## src/rtl/alarm_pkg.sv

```systemverilog
`default_nettype none
// +----------------------------------------------------------------------+
// | Package  : alarm_pkg                                                 |
// | Purpose  : Shared types and constants for the alarm setpoint editor: |
// |            editor FSM state encoding and default field moduli.       |
// | Revision : 1.0  initial release                                      |
// +----------------------------------------------------------------------+
package alarm_pkg;

    typedef enum logic {
        IDLE = 1'b0,
        EDIT = 1'b1
    } state_t;

    localparam int SEC_MOD  = 60;
    localparam int MIN_MOD  = 60;
    localparam int HOUR_MOD = 24;

endpackage
`default_nettype wire

```

## src/rtl/key_edge_repeat.sv

```systemverilog
`default_nettype none
// +----------------------------------------------------------------------+
// | Module   : key_edge_repeat                                           |
// | Purpose  : Rising-edge detector for one debounced key, with an       |
// |            optional hold-to-repeat counter (AUTO_REPEAT_EN build      |
// |            macro, and REPEAT_EN per instance).                       |
// | Ports    : clk, reset   - clock, synchronous active-high reset       |
// |            key          - debounced key level                        |
// |            repeat_ok    - repeating allowed this cycle; low clears   |
// |                           the repeat counter                         |
// |            step         - single-cycle step pulse (edge or repeat)   |
// | Revision : 1.0  initial release                                      |
// +----------------------------------------------------------------------+
module key_edge_repeat #(
    parameter bit REPEAT_EN     = 1'b0,
    parameter int REPEAT_DELAY  = 50_000_000,
    parameter int REPEAT_PERIOD = 10_000_000
) (
    input  logic clk,
    input  logic reset,
    input  logic key,
    input  logic repeat_ok,
    output logic step
);

    logic key_prev;
    logic edge_det;

    // The previous-level register tracks the key during reset as well, so a
    // key held through reset release produces no edge.
    always_ff @(posedge clk) begin
        key_prev <= key;
    end

    assign edge_det = key & ~key_prev;

`ifdef AUTO_REPEAT_EN
    generate
        if (REPEAT_EN) begin : g_repeat
            localparam int MAX_CNT = (REPEAT_DELAY > REPEAT_PERIOD) ? REPEAT_DELAY : REPEAT_PERIOD;
            localparam int CNT_W   = $clog2(MAX_CNT + 1);

            logic [CNT_W-1:0] cnt;       // cycles elapsed since the last step
            logic             armed;     // first repeat already issued
            logic             active;    // hold started with a valid edge
            logic [CNT_W-1:0] thresh;
            logic             fire;

            assign thresh = armed ? CNT_W'(REPEAT_PERIOD) : CNT_W'(REPEAT_DELAY);
            assign fire   = active & key & key_prev & repeat_ok & (cnt == thresh);

            always_ff @(posedge clk) begin
                if (reset || !key || !repeat_ok) begin
                    cnt    <= '0;
                    armed  <= 1'b0;
                    active <= 1'b0;
                end else if (edge_det) begin
                    cnt    <= CNT_W'(1);
                    armed  <= 1'b0;
                    active <= 1'b1;
                end else if (active) begin
                    if (cnt == thresh) begin
                        cnt   <= CNT_W'(1);
                        armed <= 1'b1;
                    end else begin
                        cnt <= cnt + CNT_W'(1);
                    end
                end
            end

            assign step = edge_det | fire;
        end else begin : g_no_repeat
            logic unused_cfg;
            assign unused_cfg = ^{repeat_ok, REPEAT_DELAY[0], REPEAT_PERIOD[0]};
            assign step       = edge_det;
        end
    endgenerate
`else
    logic unused_cfg;
    assign unused_cfg = ^{repeat_ok, REPEAT_EN, REPEAT_DELAY[0], REPEAT_PERIOD[0]};
    assign step       = edge_det;
`endif

endmodule
`default_nettype wire

```

## src/rtl/time_field_editor.sv

```systemverilog
`default_nettype none
// +----------------------------------------------------------------------+
// | Module   : time_field_editor                                         |
// | Purpose  : Key-driven editor for NUM_FIELDS modular time fields with |
// |            edit mode, cursor, increment/decrement with wrap, and     |
// |            optional hold-to-repeat (build macro AUTO_REPEAT_EN).     |
// | Ports    : clk, reset         - clock, synchronous active-high reset |
// |            set/left/right/up/down_key - debounced key levels         |
// |            fields             - field values, field 0 in LSBs        |
// |            cursor             - selected field index                 |
// |            editing            - high while in EDIT                   |
// |            inc_pulse/dec_pulse- one-hot per-field step pulses        |
// | Revision : 1.0  initial release                                      |
// +----------------------------------------------------------------------+
module time_field_editor
    import alarm_pkg::*;
#(
    parameter int                           NUM_FIELDS    = 3,
    parameter int                           FIELD_W       = 6,
    // A modulus slice of zero stands for 2**FIELD_W, which does not fit.
    parameter logic [NUM_FIELDS*FIELD_W-1:0] FIELD_MODS   = {6'(HOUR_MOD), 6'(MIN_MOD), 6'(SEC_MOD)},
    parameter int                           REPEAT_DELAY  = 50_000_000,
    parameter int                           REPEAT_PERIOD = 10_000_000
) (
    input  logic                          clk,
    input  logic                          reset,
    input  logic                          set_key,
    input  logic                          left_key,
    input  logic                          right_key,
    input  logic                          up_key,
    input  logic                          down_key,
    output logic [NUM_FIELDS*FIELD_W-1:0] fields,
    output logic [$clog2(NUM_FIELDS)-1:0] cursor,
    output logic                          editing,
    output logic [NUM_FIELDS-1:0]         inc_pulse,
    output logic [NUM_FIELDS-1:0]         dec_pulse
);

    localparam int               CW   = $clog2(NUM_FIELDS);
    localparam logic [CW-1:0]    LAST = CW'(NUM_FIELDS - 1);
    localparam logic [FIELD_W:0] ONE  = (FIELD_W+1)'(1);
    localparam logic [FIELD_W:0] FULL = (FIELD_W+1)'(2**FIELD_W);

    state_t             state;
    logic [FIELD_W-1:0] val     [NUM_FIELDS];
    logic [FIELD_W:0]   mod_ext [NUM_FIELDS];
    logic [FIELD_W-1:0] inc_val [NUM_FIELDS];
    logic [FIELD_W-1:0] dec_val [NUM_FIELDS];

    logic set_step, left_step, right_step, up_step, down_step;
    logic updown_ok;

    // Repeating stops on a set edge, outside EDIT, or with both keys down.
    assign updown_ok = (state == EDIT) & ~set_step & ~(up_key & down_key);

    key_edge_repeat #(.REPEAT_EN(1'b0), .REPEAT_DELAY(REPEAT_DELAY), .REPEAT_PERIOD(REPEAT_PERIOD))
        u_set   (.clk(clk), .reset(reset), .key(set_key),   .repeat_ok(1'b0),      .step(set_step));
    key_edge_repeat #(.REPEAT_EN(1'b0), .REPEAT_DELAY(REPEAT_DELAY), .REPEAT_PERIOD(REPEAT_PERIOD))
        u_left  (.clk(clk), .reset(reset), .key(left_key),  .repeat_ok(1'b0),      .step(left_step));
    key_edge_repeat #(.REPEAT_EN(1'b0), .REPEAT_DELAY(REPEAT_DELAY), .REPEAT_PERIOD(REPEAT_PERIOD))
        u_right (.clk(clk), .reset(reset), .key(right_key), .repeat_ok(1'b0),      .step(right_step));
    key_edge_repeat #(.REPEAT_EN(1'b1), .REPEAT_DELAY(REPEAT_DELAY), .REPEAT_PERIOD(REPEAT_PERIOD))
        u_up    (.clk(clk), .reset(reset), .key(up_key),    .repeat_ok(updown_ok), .step(up_step));
    key_edge_repeat #(.REPEAT_EN(1'b1), .REPEAT_DELAY(REPEAT_DELAY), .REPEAT_PERIOD(REPEAT_PERIOD))
        u_down  (.clk(clk), .reset(reset), .key(down_key),  .repeat_ok(updown_ok), .step(down_step));

    generate
        for (genvar gi = 0; gi < NUM_FIELDS; gi++) begin : g_field
            logic [FIELD_W-1:0] raw;
            assign raw          = FIELD_MODS[gi*FIELD_W +: FIELD_W];
            assign mod_ext[gi]  = (raw == '0) ? FULL : {1'b0, raw};
            assign fields[gi*FIELD_W +: FIELD_W] = val[gi];
        end
    endgenerate

    // Wrap arithmetic is done one bit wider so MOD = 2**FIELD_W compares cleanly.
    always_comb begin
        for (int i = 0; i < NUM_FIELDS; i++) begin
            inc_val[i] = (({1'b0, val[i]} + ONE) == mod_ext[i]) ? '0 : FIELD_W'({1'b0, val[i]} + ONE);
            dec_val[i] = (val[i] == '0) ? FIELD_W'(mod_ext[i] - ONE) : FIELD_W'({1'b0, val[i]} - ONE);
        end
    end

    assign editing = (state == EDIT);

    always_ff @(posedge clk) begin
        if (reset) begin
            state     <= IDLE;
            cursor    <= '0;
            inc_pulse <= '0;
            dec_pulse <= '0;
            for (int i = 0; i < NUM_FIELDS; i++) val[i] <= '0;
        end else begin
            inc_pulse <= '0;
            dec_pulse <= '0;
            if (set_step) begin
                if (state == IDLE) begin
                    state  <= EDIT;
                    cursor <= '0;
                end else begin
                    state <= IDLE;
                end
            end else if (state == EDIT) begin
                if (left_step && !right_step && cursor != LAST)
                    cursor <= cursor + CW'(1);
                else if (right_step && !left_step && cursor != '0)
                    cursor <= cursor - CW'(1);
                // The value step applies to the field selected before the move.
                for (int i = 0; i < NUM_FIELDS; i++) begin
                    if (cursor == CW'(i)) begin
                        if (up_step && !down_step) begin
                            val[i]       <= inc_val[i];
                            inc_pulse[i] <= 1'b1;
                        end else if (down_step && !up_step) begin
                            val[i]       <= dec_val[i];
                            dec_pulse[i] <= 1'b1;
                        end
                    end
                end
            end
        end
    end

endmodule
`default_nettype wire

```

## config.mk

```make
export PLATFORM = sky130hd
export DESIGN_NAME = time_field_editor
export DESIGN_NICKNAME = d
export VERILOG_FILES = /design/src/rtl/alarm_pkg.sv /design/src/rtl/key_edge_repeat.sv /design/src/rtl/time_field_editor.sv
export SDC_FILE = /design/constraint.sdc
export NUM_CORES = 1
export LEC_CHECK = 0
export ABC_AREA = 1
export CAP_MARGIN = 20
export CORE_ASPECT_RATIO = 0.6
export CORE_MARGIN = 3
export CORE_UTILIZATION = 45
export DETAILED_ROUTE_END_ITERATION = 7
export PLACE_DENSITY = 0.65
export SYNTH_ARGS = -nofsm -noshare
export SYNTH_HDL_FRONTEND = slang
export SYNTH_SLANG_ARGS = --single-unit
```

## constraint.sdc

```tcl
create_clock -name clk -period 1.7 [get_ports clk]
set_input_delay 0.34 -clock clk [delete_from_list [all_inputs] [get_ports clk]]
set_output_delay 0.34 -clock clk [all_outputs]
set_load 0.02 [all_outputs]
```

==> results.tsv, run 1 <==
stage	metric	value	unit
routing	WL/cell	12.5	um
hold_path	Hold Path Cell Cnt	1	
routing	drt via density	4.89	
hold_path	Min-Delay Path Class	reg2reg	
floorplanning	chip width	96.0	um
timing	setup TNS	0	ns
logic_synthesis	mux contribution to synthesized area	0	
logic_synthesis	compound-gate portion of the synthesized area	0.0606	
worst_setup_path	kind of critical path	reg2out	
place	Buffers on Ports	33	
hold_path	hold endpoint	cursor[0]	
timing	worst slew pin tran	0.315	ns
place	dpl cells	397	
cells_and_area	# fillers	390	
clock_tree	CTS root buf	clkbuf_8	
run	Max-cap violations	0	
clock_tree	hold buffers post-CTS	0	
cells_and_area	share of cells above drive strength 1	0.223	
worst_setup_path	slowest cell delay on critical path	0.64	ns
cells_and_area	Reg area	822	um^2
cells_and_area	Multi-input gate area	1180	um^2
logic_synthesis	cells after synthesis	286	
worst_setup_path	Worst R2R Setup Slack	0.08	ns
routing	vias post-DR	2030	
grt	first-pass GRT wire length	8050	um
power_and_ir_drop	leakage power	1.46	nW
routing	drt pass-1 iters	4	
logic_synthesis	xor and xnor fraction of the mapped netlist area	0.0600	
worst_setup_path	CP bufs+invs	1	
timing	final setup violation count	0	
worst_setup_path	CP Capture Type	output pin	
routing	DRT iter0 DRCs	136	
worst_setup_path	RR Startpoint	val[2][1]	
grt	vias in the first global route	1716	
timing	Tmin final	1.67	ns
logic_synthesis	Post-Syn Nets	305	
timing	Rel. slew slack	0.790	
grt	grt total ovfl	0	
place	Final Wtd Congestion	0.924	
cells_and_area	Post-Layout Cell Count	415	
floorplanning	# IOs	34	
timing	RSZ-0062 raised after global routing	yes	
logic_synthesis	area share of fa/ha/maj cells after synthesis	0.0686	
worst_setup_path	Critical Path Slowest Stage Cell	clkdlybuf4s50_1	
timing	Setup Skew	0.00796	ns
worst_setup_path	Worst Path Max Fanout	4	
cells_and_area	final instance area	2920	um^2
logic_synthesis	post-synthesis sequential area ratio	0.375	
timing	final setup margin	0.0263	ns
cells_and_area	commonest non-fill, non-tap cell in the layout	nand2_1	
routing	antenna-violating nets left	0	
timing	hold_ws	0.499	ns
worst_setup_path	Worst R2R End	val[2][3]	
logic_synthesis	Synth top area share	0.247	
place	Placed Area	2750	um^2
timing	fin. max-slew vios	0	
clock_tree	clock sink count	32	
worst_setup_path	FF-to-FF path depth	10	
floorplanning	die area	5760	um^2
grt	GRT Total Usage	0.186	
logic_synthesis	synth warn	0	
worst_setup_path	CP Data Arrival Time	1.33	ns
logic_synthesis	post-synthesis register bit count	32	
logic_synthesis	post-synthesis instance area	2190	um^2
logic_synthesis	combinational family with the most area after synthesis	simple AND/OR/NAND/NOR gates	
floorplanning	DIE HEIGHT	60.0	um
clock_tree	CTS tree	built	
place	DP HPWL	3800	um
place	Place WS	-0.302	ns
floorplanning	core footprint	4390	um^2
worst_setup_path	critical path's top delay family	buffers and inverters	
cells_and_area	Area Overhead vs Synth	33.6	%
logic_synthesis	Post-Syn Area per Cell	7.65	um^2
power_and_ir_drop	Final Power	1.78	mW
routing	final wirelength	5170	um
cells_and_area	Final Util	0.666	
worst_setup_path	CP Launch Type	register	
floorplanning	Initial Util	0.498	
timing	Fin. Hold Viols	0	
clock_tree	clk_lat worst skew	0.29	ns
logic_synthesis	top cells by area, synth	edfxtp_1 25%, dfxtp_1 13%, nand2_1 11%	
worst_setup_path	cells along the critical path	clkdlybuf4s50_1	
cells_and_area	nets	373	
outcome	status	finished clean	
logic_synthesis	simple-gate share of the synthesized area	0.338	
clock_tree	H-tree levels	2	
clock_tree	Clock Tree Buf Depth	2	
cells_and_area	antenna diode count	0	
power_and_ir_drop	Pwr Density	608	nW/um^2
worst_setup_path	required time of the critical path	1.36	ns
grt	largest net degree at the start of global routing	17	
routing	DRC errors left	0	
timing	fmax	0.597	GHz
clock_tree	clock buffer count from CTS	5	
clock_tree	Clock Pin Slew Worst Setup and Hold Paths	0.07	ns
floorplanning	Rows	18	
logic_synthesis	Yosys cell types	31	
hold_path	hold_sp	cursor[0]	
power_and_ir_drop	Peak VDD IR	384	uV
cells_and_area	most frequent cells in the layout	65 x nand2_1, 34 x inv_1, 30 x nand3_1	
logic_synthesis	most area-hungry cell type in the Yosys netlist	edfxtp_1	
grt	initial antenna violation count	0	
timing	post-route clock period utilization	0.985	
==> per-layer routing <==
metal | vias to the layer above | GRT usage | wire [um] | part of all wire
li1 | 1054 | - | - | -
met1 | 907 | 0.282 | 2820 | 0.54
met2 | 59 | 0.244 | 1950 | 0.38
met3 | 10 | 0.0453 | 321 | 0.062
met4 | 0 | 0.0789 | 80 | 0.015
met5 | - | 0 | 0 | 0
==> logic make-up (layout without fill, tap and decap cells) <==
logic type / Yosys count / after routing
fa+ha+maj: 12 / 12
buf+inv: 51 / 118
simple gates: 152 / 154
xor+xnor: 15 / 15
compound gates: 24 / 24
flops: 32 / 32
==> sequential cells by signal (all words and copies together) (netlist names) <==
| name | flops |
|---|---|
| u_right.key_prev | 1 |
| inc_pulse | 3 |
| u_left.key_prev | 1 |
| dec_pulse | 3 |
| u_up.key_prev | 1 |
| u_set.key_prev | 1 |
| val | 18 |
| cursor | 2 |
| u_down.key_prev | 1 |
| editing | 1 |
==> final cells by class <==
class / instances / area share
Multi-Input combinational cell: 205 / 0.405
Timing Repair Buffer: 64 / 0.201
Tap cell: 60 / 0.0257
Clock buffer: 7 / 0.0261
Clock inverter: 1 / 0.00171
Inverter: 46 / 0.0595
Sequential cell: 32 / 0.281
==> repair_timing <==
item,in CTS,in global routing
gates cloned,0,2
buffers inserted,4,4
pin swaps,0,3
gates resized for setup,11,11
endpoints found under the setup margin,14,24
==> where the power goes <==
part	internal (mW)	leakage (nW)	total (mW)	switching [mW]
logic	0.147	1.11	0.331	0.183
clock network	0.287	0.0422	0.571	0.284
registers	0.846	0.302	0.877	0.0302
==> cells in the mapped netlist <==
master / n
nand3_4: 2
nand3_1: 30
or2_2: 2
nand3_2: 4
nand2_1: 66
xnor2_1: 2
a31oi_1: 2
clkinv_1: 1
nor3_2: 3
ha_1: 12
nor2_1: 25
buf_6: 2
nand2_2: 7
clkinv_2: 1
nor2_4: 2
nand4_1: 3
o21ai_2: 2
inv_2: 9
buf_4: 1
or2_1: 1
buf_2: 2
a21oi_1: 7
nor3_1: 4
inv_1: 35
o21ai_1: 5
o21ai_0: 7
dfxtp_1: 14
nor2_2: 3
xor2_1: 13
edfxtp_1: 18
o21bai_1: 1
==> worst max-delay path by stage <==
stage / to / slack (ns) / cells past startpoint / start
floorplan: val[2][0] / 0.07 / 9 / val[2][0]
global placement: val[1][4] / -0.23 / 10 / down_key
detailed placement: val[1][3] / -0.30 / 10 / down_key
CTS: fields[0] / 0.002 / 1 / val[0][0]
global route: val[2][3] / -0.07 / 8 / val[2][0]
finish: fields[5] / 0.03 / 1 / val[0][5]
Power figures use the tool's default switching activity.
==> inputs of run 2 (changes only) <==
--- a/config.mk
+++ b/config.mk
@@ -10,8 +10,10 @@
 export CORE_ASPECT_RATIO = 0.6
 export CORE_MARGIN = 3
 export CORE_UTILIZATION = 45
+export CTS_CLUSTER_DIAMETER = 80
 export DETAILED_ROUTE_END_ITERATION = 7
 export PLACE_DENSITY = 0.65
+export SLEW_MARGIN = 20
 export SYNTH_ARGS = -nofsm -noshare
 export SYNTH_HDL_FRONTEND = slang
 export SYNTH_SLANG_ARGS = --single-unit
==> results of run 2 <==
Same layout as run 1: the final DEF is identical, and so are final timing and power.
==> RTL change 1, RTL diff (flow settings as in run 1) <==
Build with the macro `AUTO_REPEAT_EN` defined.
--- a/src/rtl/key_edge_repeat.sv
+++ b/src/rtl/key_edge_repeat.sv
@@ -11,6 +11,8 @@
 // |            step         - single-cycle step pulse (edge or repeat)   |
 // | Revision : 1.0  initial release                                      |
 // +----------------------------------------------------------------------+
+`define AUTO_REPEAT_EN
+
 module key_edge_repeat #(
     parameter bit REPEAT_EN     = 1'b0,
     parameter int REPEAT_DELAY  = 50_000_000,
Function: same outputs for any inputs over 10 cycles, from zero or initial values and one cycle with reset high; that may be too few to reach the edited logic, so the function may still have changed.
==> RTL change 1 against run 1 <==
  * The run now ends with negative setup slack left
  * Setup slack got worse by 0.42 ns
  * Sequential power up 150%
  * Count of clock-buffer cells in the layout grew 4
  * Non-clock buffer count grew 185
  * Wire length rose to 3.4 times the old value
  * Register-to-register slack got worse by 0.47 ns
  * Critical path depth rose by 14
  * Design area grew to 2.9 times the old value
  * Clock power grew to 3.2 times the old value
  * Global-route usage is 6.1 points higher
  * Synthesized area increased by 140%
  * Sequential cell count is 56 higher
  * Total power is 150% higher
  * Critical path type is now register to register
==> RTL change 1: results (changes against run 1) <==
clock_tree:
  clkLatencyLatePin_ns: 0.35  # was 0.29 ns
  clockRootBuffer: "clkbuf_16"  # was clkbuf_8
  htree_levels: 3  # was 2
global_route:
  grt_pass1_wl_um: 26100  # was 8050 µm
  grt_util_all_layers: 0.247  # was 0.186
  grt_max_degree: 14  # was 17
  use_met1: 0.326  # was 0.282
  grt_pass1_vias: 5599  # was 1716
sta:
  setup_ws_ns: -0.391  # was 0.0263 ns
  tightest_slew_ns: 0.486  # was 0.315 ns
  finalSetupViolCount: 88  # was 0
  setup_tns_ns: -17.68  # was 0 ns
hold_path:
  hp-class: "primary input to register"  # was register to register
setup_path:
  worst_path_max_delay_cell: "dfxtp_2"  # was clkdlybuf4s50_1
  critPathKind: "register to register"  # was register to primary output
  max_stage_delay_ns: 0.32  # was 0.64 ns
  rr_startpoint: "u_up.g_repeat.cnt[1]"  # was val[2][1]
power:
  leakagePower_nw: 3.71  # was 1.46 nW
  peakVddDrop_mv: 0.559  # was 0.384 mV
synth:
  synthTopCellsByArea: "dfxtp_1, nand2_1, edfxtp_1"  # was edfxtp_1, dfxtp_1, nand2_1
  ys.flop_type: "dfxtp_1"  # was edfxtp_1
  synth_fa_ha_area_frac: 0.0383  # was 0.0686
  ys_types: 39  # was 31
  synthXorXnorAreaFrac: 0.0536  # was 0.0600
  ys_top_cells_by_count: "nand2_1, inv_1, nor2_1"  # was nand2_1, inv_1, nand3_1
routing:
  wl_met2_um: 8300  # was 1950 µm
  num_vias: 6070  # was 2030
  drtPass1Iterations: 6  # was 4
final_layout:
  nNetsFinal: 1037  # was 373
  top_regs: "u_down.g_repeat.cnt x26, u_up.g_repeat.cnt x26, val x18"  # was val x18, dec_pulse x3, inc_pulse x3
  final.fill_count: 736  # was 390
outcome:
  violations: "negative setup slack"
  status: "finished with violations"  # was finished, final reports clean
placed_design:
  place.gp.congestion: 0.895  # was 0.924
RTL change 1: cell types whose count changed after synthesis, moves of 22 or more:
cell and change:
dfxtp_1 +56, a21oi_1 +22, nor2_1 +91, nand2_1 +93, nand3_1 +31, nor3_1 +32
inv_1 +81
RTL change 1: kinds of logic after synthesis:
group | count (synthesis)
XOR/XNOR | 32
AND/OR/NAND/NOR | 432
AO/OA/AOI/OAI | 63
adder cells (fa/ha/maj) | 16
flip-flops | 88
buffers and inverters | 130
RTL change 1: final timing paths:
check / to / depth (start not counted)
worst max-delay path: val[1][0] / 15
worst min-delay path: u_set.key_prev / 1
worst max register to register: val[1][0] / 15
worst min register to register: u_up.g_repeat.cnt[13] / 2
RTL change 1: final cells by class:
| type | instances | area share |
|---|---|---|
| Clock buffer | 11 | 0.0273 |
| Timing Repair Buffer | 249 | 0.240 |
| Sequential cell | 88 | 0.230 |
| Inverter | 123 | 0.0567 |
| Multi-Input combinational cell | 543 | 0.420 |
| Tap cell | 155 | 0.0228 |
| Clock inverter | 5 | 0.00279 |
RTL change 1: per-stage QoR:
step           setup WS, ns  hold WS (ns)  instance area, µm²  instances   util
2_1_floorplan        -0.295         0.368                5310        761      -
3_3_place_gp         -0.644         0.482                7110       1118  0.649
3_5_place_dp         -0.731         0.495                7110       1118  0.649
4_1_cts              -0.325         0.238                7890       1160  0.720
5_1_grt              -0.535         0.251                8510       1174  0.777
6_report             -0.391         0.250                8510       1174  0.777
RTL change 1: what timing repair did:
action,CTS,global route
endpoints found under the setup margin,110,96
gates resized for setup,116,131
buffers inserted,25,14
pin swaps,14,34
gates cloned,1,0
RTL change 1: critical path: cells and delay by family (launching register included):
kind	cells	cell delay, ns
fa+ha+maj	1	0.14
simple gates	10	1.02
buf+inv	4	0.36
flops	1	0.32
==> RTL change 2, RTL diff (settings of run 1) <==
Without the edit above. Put a register stage on the output `fields`, cleared by the reset. The value now appears one clock later. The other outputs are not delayed to match.
--- a/src/rtl/time_field_editor.sv
+++ b/src/rtl/time_field_editor.sv
@@ -41,6 +41,8 @@
     localparam logic [FIELD_W:0] ONE  = (FIELD_W+1)'(1);
     localparam logic [FIELD_W:0] FULL = (FIELD_W+1)'(2**FIELD_W);
 
+    logic [NUM_FIELDS*FIELD_W-1:0] fields_d;
+
     state_t             state;
     logic [FIELD_W-1:0] val     [NUM_FIELDS];
     logic [FIELD_W:0]   mod_ext [NUM_FIELDS];
@@ -69,7 +71,7 @@
             logic [FIELD_W-1:0] raw;
             assign raw          = FIELD_MODS[gi*FIELD_W +: FIELD_W];
             assign mod_ext[gi]  = (raw == '0) ? FULL : {1'b0, raw};
-            assign fields[gi*FIELD_W +: FIELD_W] = val[gi];
+            assign fields_d[gi*FIELD_W +: FIELD_W] = val[gi];
         end
     endgenerate
 
@@ -121,6 +123,14 @@
         end
     end
 
+    always_ff @(posedge clk) begin
+        if (reset) begin
+            fields <= '0;
+        end else begin
+            fields <= fields_d;
+        end
+    end
+
 endmodule
 `default_nettype wire
 
Function: changed (a bounded check fails within 4 cycles, from zero or initial values and one cycle with reset high).
==> RTL change 2 against run 1 <==
  * Sequential cell count increased by 18
  * Largest cell class unchanged
  * Critical endpoint is now val[1][1]
  * Total power grew 40%
  * Sequential share of layout area rose by 6.7 points
  * Synthesized area increased by 21%
  * Setup slack improved by 0.043 ns
  * Highest routed layer unchanged
  * Design area increased by 16%
  * Critical path depth grew 7
  * Largest power group unchanged
  * Combinational power down 6%
  * Wire length grew 17%
  * Count of clock-buffer cells in the layout is 2 lower
  * Cell count grew 15%
==> RTL change 2: results (changes against run 1) <==
setup_path:
  max_stage_delay_ns: 0.49  # was 0.64 ns
  r2r_end: "val[0][5]"  # was val[2][3]
  crit_fanout: 6  # was 4
  ff2ff_path_depth: 8  # was 10
  arrival_ns: 1.67  # was 1.33 ns
  worst-r2r-setup-slack_ns: 0.07
  rr_startpoint: "val[0][3]"  # was val[2][1]
clock_tree:
  clockRootBuffer: "clkbuf_8"  # unchanged
  clk_pin_slew_ns: 0.10  # was 0.07 ns
  cts_made_buffers: 5  # unchanged
  clkLatencyLatePin_ns: 0.31  # was 0.29 ns
  hold_buffers: 0  # unchanged
  htree_levels: 2  # unchanged
  clockBufferDepth: 2  # unchanged
synth:
  synth-compound-area-share: 0.0455  # was 0.0606
  ys_types: 32  # was 31
  synth-edff-count: 18  # unchanged
  async_reset_ff_frac: 0  # unchanged
  synthXorXnorAreaFrac: 0.0464  # was 0.0600
  yosysWarnings: 0  # unchanged
  synth_fa_ha_area_frac: 0.0568  # was 0.0686
  synthTopCellsByArea: "dfxtp_1, edfxtp_1, nand2_1"  # was edfxtp_1, dfxtp_1, nand2_1
  syn_nets: 362  # was 305
  synth_seq_area_share: 0.447  # was 0.375
  synthMuxAreaShare: 0  # unchanged
  ys_top_cells_by_count: "nand2_1, nor2_1, inv_1"  # was nand2_1, inv_1, nand3_1
  ys.flop_type: "dfxtp_1"  # was edfxtp_1
outcome:
  status: "finished, final reports clean"  # unchanged
global_route:
  grt_remaining_overflow: 0  # unchanged
  antenna_found_initial: 0  # unchanged
  grt_util_all_layers: 0.183  # was 0.186
  grt_max_degree: 21  # was 17
  grt_pass1_vias: 2064  # was 1716
  grt_pass1_wl_um: 9850  # was 8050 µm
final_layout:
  nNetsFinal: 418  # was 373
  diodes: 0  # unchanged
  final.fill_count: 488  # was 390
  drive_gt1_frac: 0.155  # was 0.223
  top_regs: "fields x18, val x18"  # was val x18, dec_pulse x3, inc_pulse x3
sta:
  relSlewSlack: 0.798  # was 0.790
  fin_skew_ns: 0.00746  # was 0.00796 ns
hold_path:
  hp-class: "primary input to register"  # was register to register
  hold_end: "u_right.key_prev"  # was cursor[0]
  whs_path_depth: 1  # unchanged
  min_from: "right_key"  # was cursor[0]
routing:
  drt-initial-drc-count: 111  # was 136
  drt-total-wl_um: 6030  # was 5170 µm
  avgViaCountPerCell: 4.91  # was 4.89
  drtPass1Iterations: 5  # was 4
power:
  leakagePower_nw: 1.62  # was 1.46 nW
  peakVddDrop_mv: 0.408  # was 0.384 mV
placed_design:
  numPortBuffers: 33  # unchanged
  dp_hpwl_um: 4450  # was 3800 µm
  pre_cts_ws_ns: -0.295  # was -0.302 ns
  place.gp.congestion: 0.909  # was 0.924
## RTL change 2: timing repair
| action | in CTS | in global routing |
|---|---|---|
| gates resized for setup | 4 | 20 |
| buffers inserted | 0 | 3 |
| cloned | 1 | 0 |
| setup endpoints to repair | 7 | 37 |
| pin swaps | 2 | 6 |
## RTL change 2: power breakdown
group,switching [W],internal (W)
sequential,0.0000352,0.00128
clock,0.000416,0.000441
combinational,0.000180,0.000131
total,0.000632,0.00185
## RTL change 2: final cells by class
type                    instances  area share
clock buffers                   5      0.0203
clock inverters                 3      0.0129
inverters                      50      0.0553
multi-input cells             236       0.384
flip-flops and latches         50       0.348
well taps                      77      0.0284
repair buffers                 56       0.151
## RTL change 2: metrics by stage
stage | hold WS, ns | util | cell area, µm² | instances
after floorplan | 0.368 | - | 2640 | 343
after global placement | 0.575 | 0.595 | 3180 | 465
after detailed placement | 0.581 | 0.595 | 3180 | 465
after CTS | 0.490 | 0.619 | 3320 | 474
after global routing | 0.501 | 0.634 | 3390 | 477
final | 0.493 | 0.634 | 3390 | 477
## RTL change 2: metal layers
layer	up-vias	GRT usage	wire length [µm]
li1	1201	-	-
met1	1031	0.267	3120
met2	101	0.256	2340
met3	10	0.0491	478
met4	0	0.0720	95
met5	-	0	0
## RTL change 2: worst max path at each step
stage | start | to | slack, ns
floorplan | cursor[0] | val[1][1] | 0.02
global placement | up_key | val[2][4] | -0.24
detailed placement | up_key | val[0][0] | -0.29
CTS | cursor[0] | cursor[0] | 0.007
global route | val[2][0] | val[2][4] | -0.05
finish | up_key | val[1][1] | 0.07
## RTL change 2: cells by family after synthesis
kind of cell             count (synthesis)
adder cells (fa/ha/maj)                 12
XOR/XNOR                                14
AO/OA/AOI/OAI                           22
flip-flops                              50
buffers and inverters                   58
AND/OR/NAND/NOR                        187
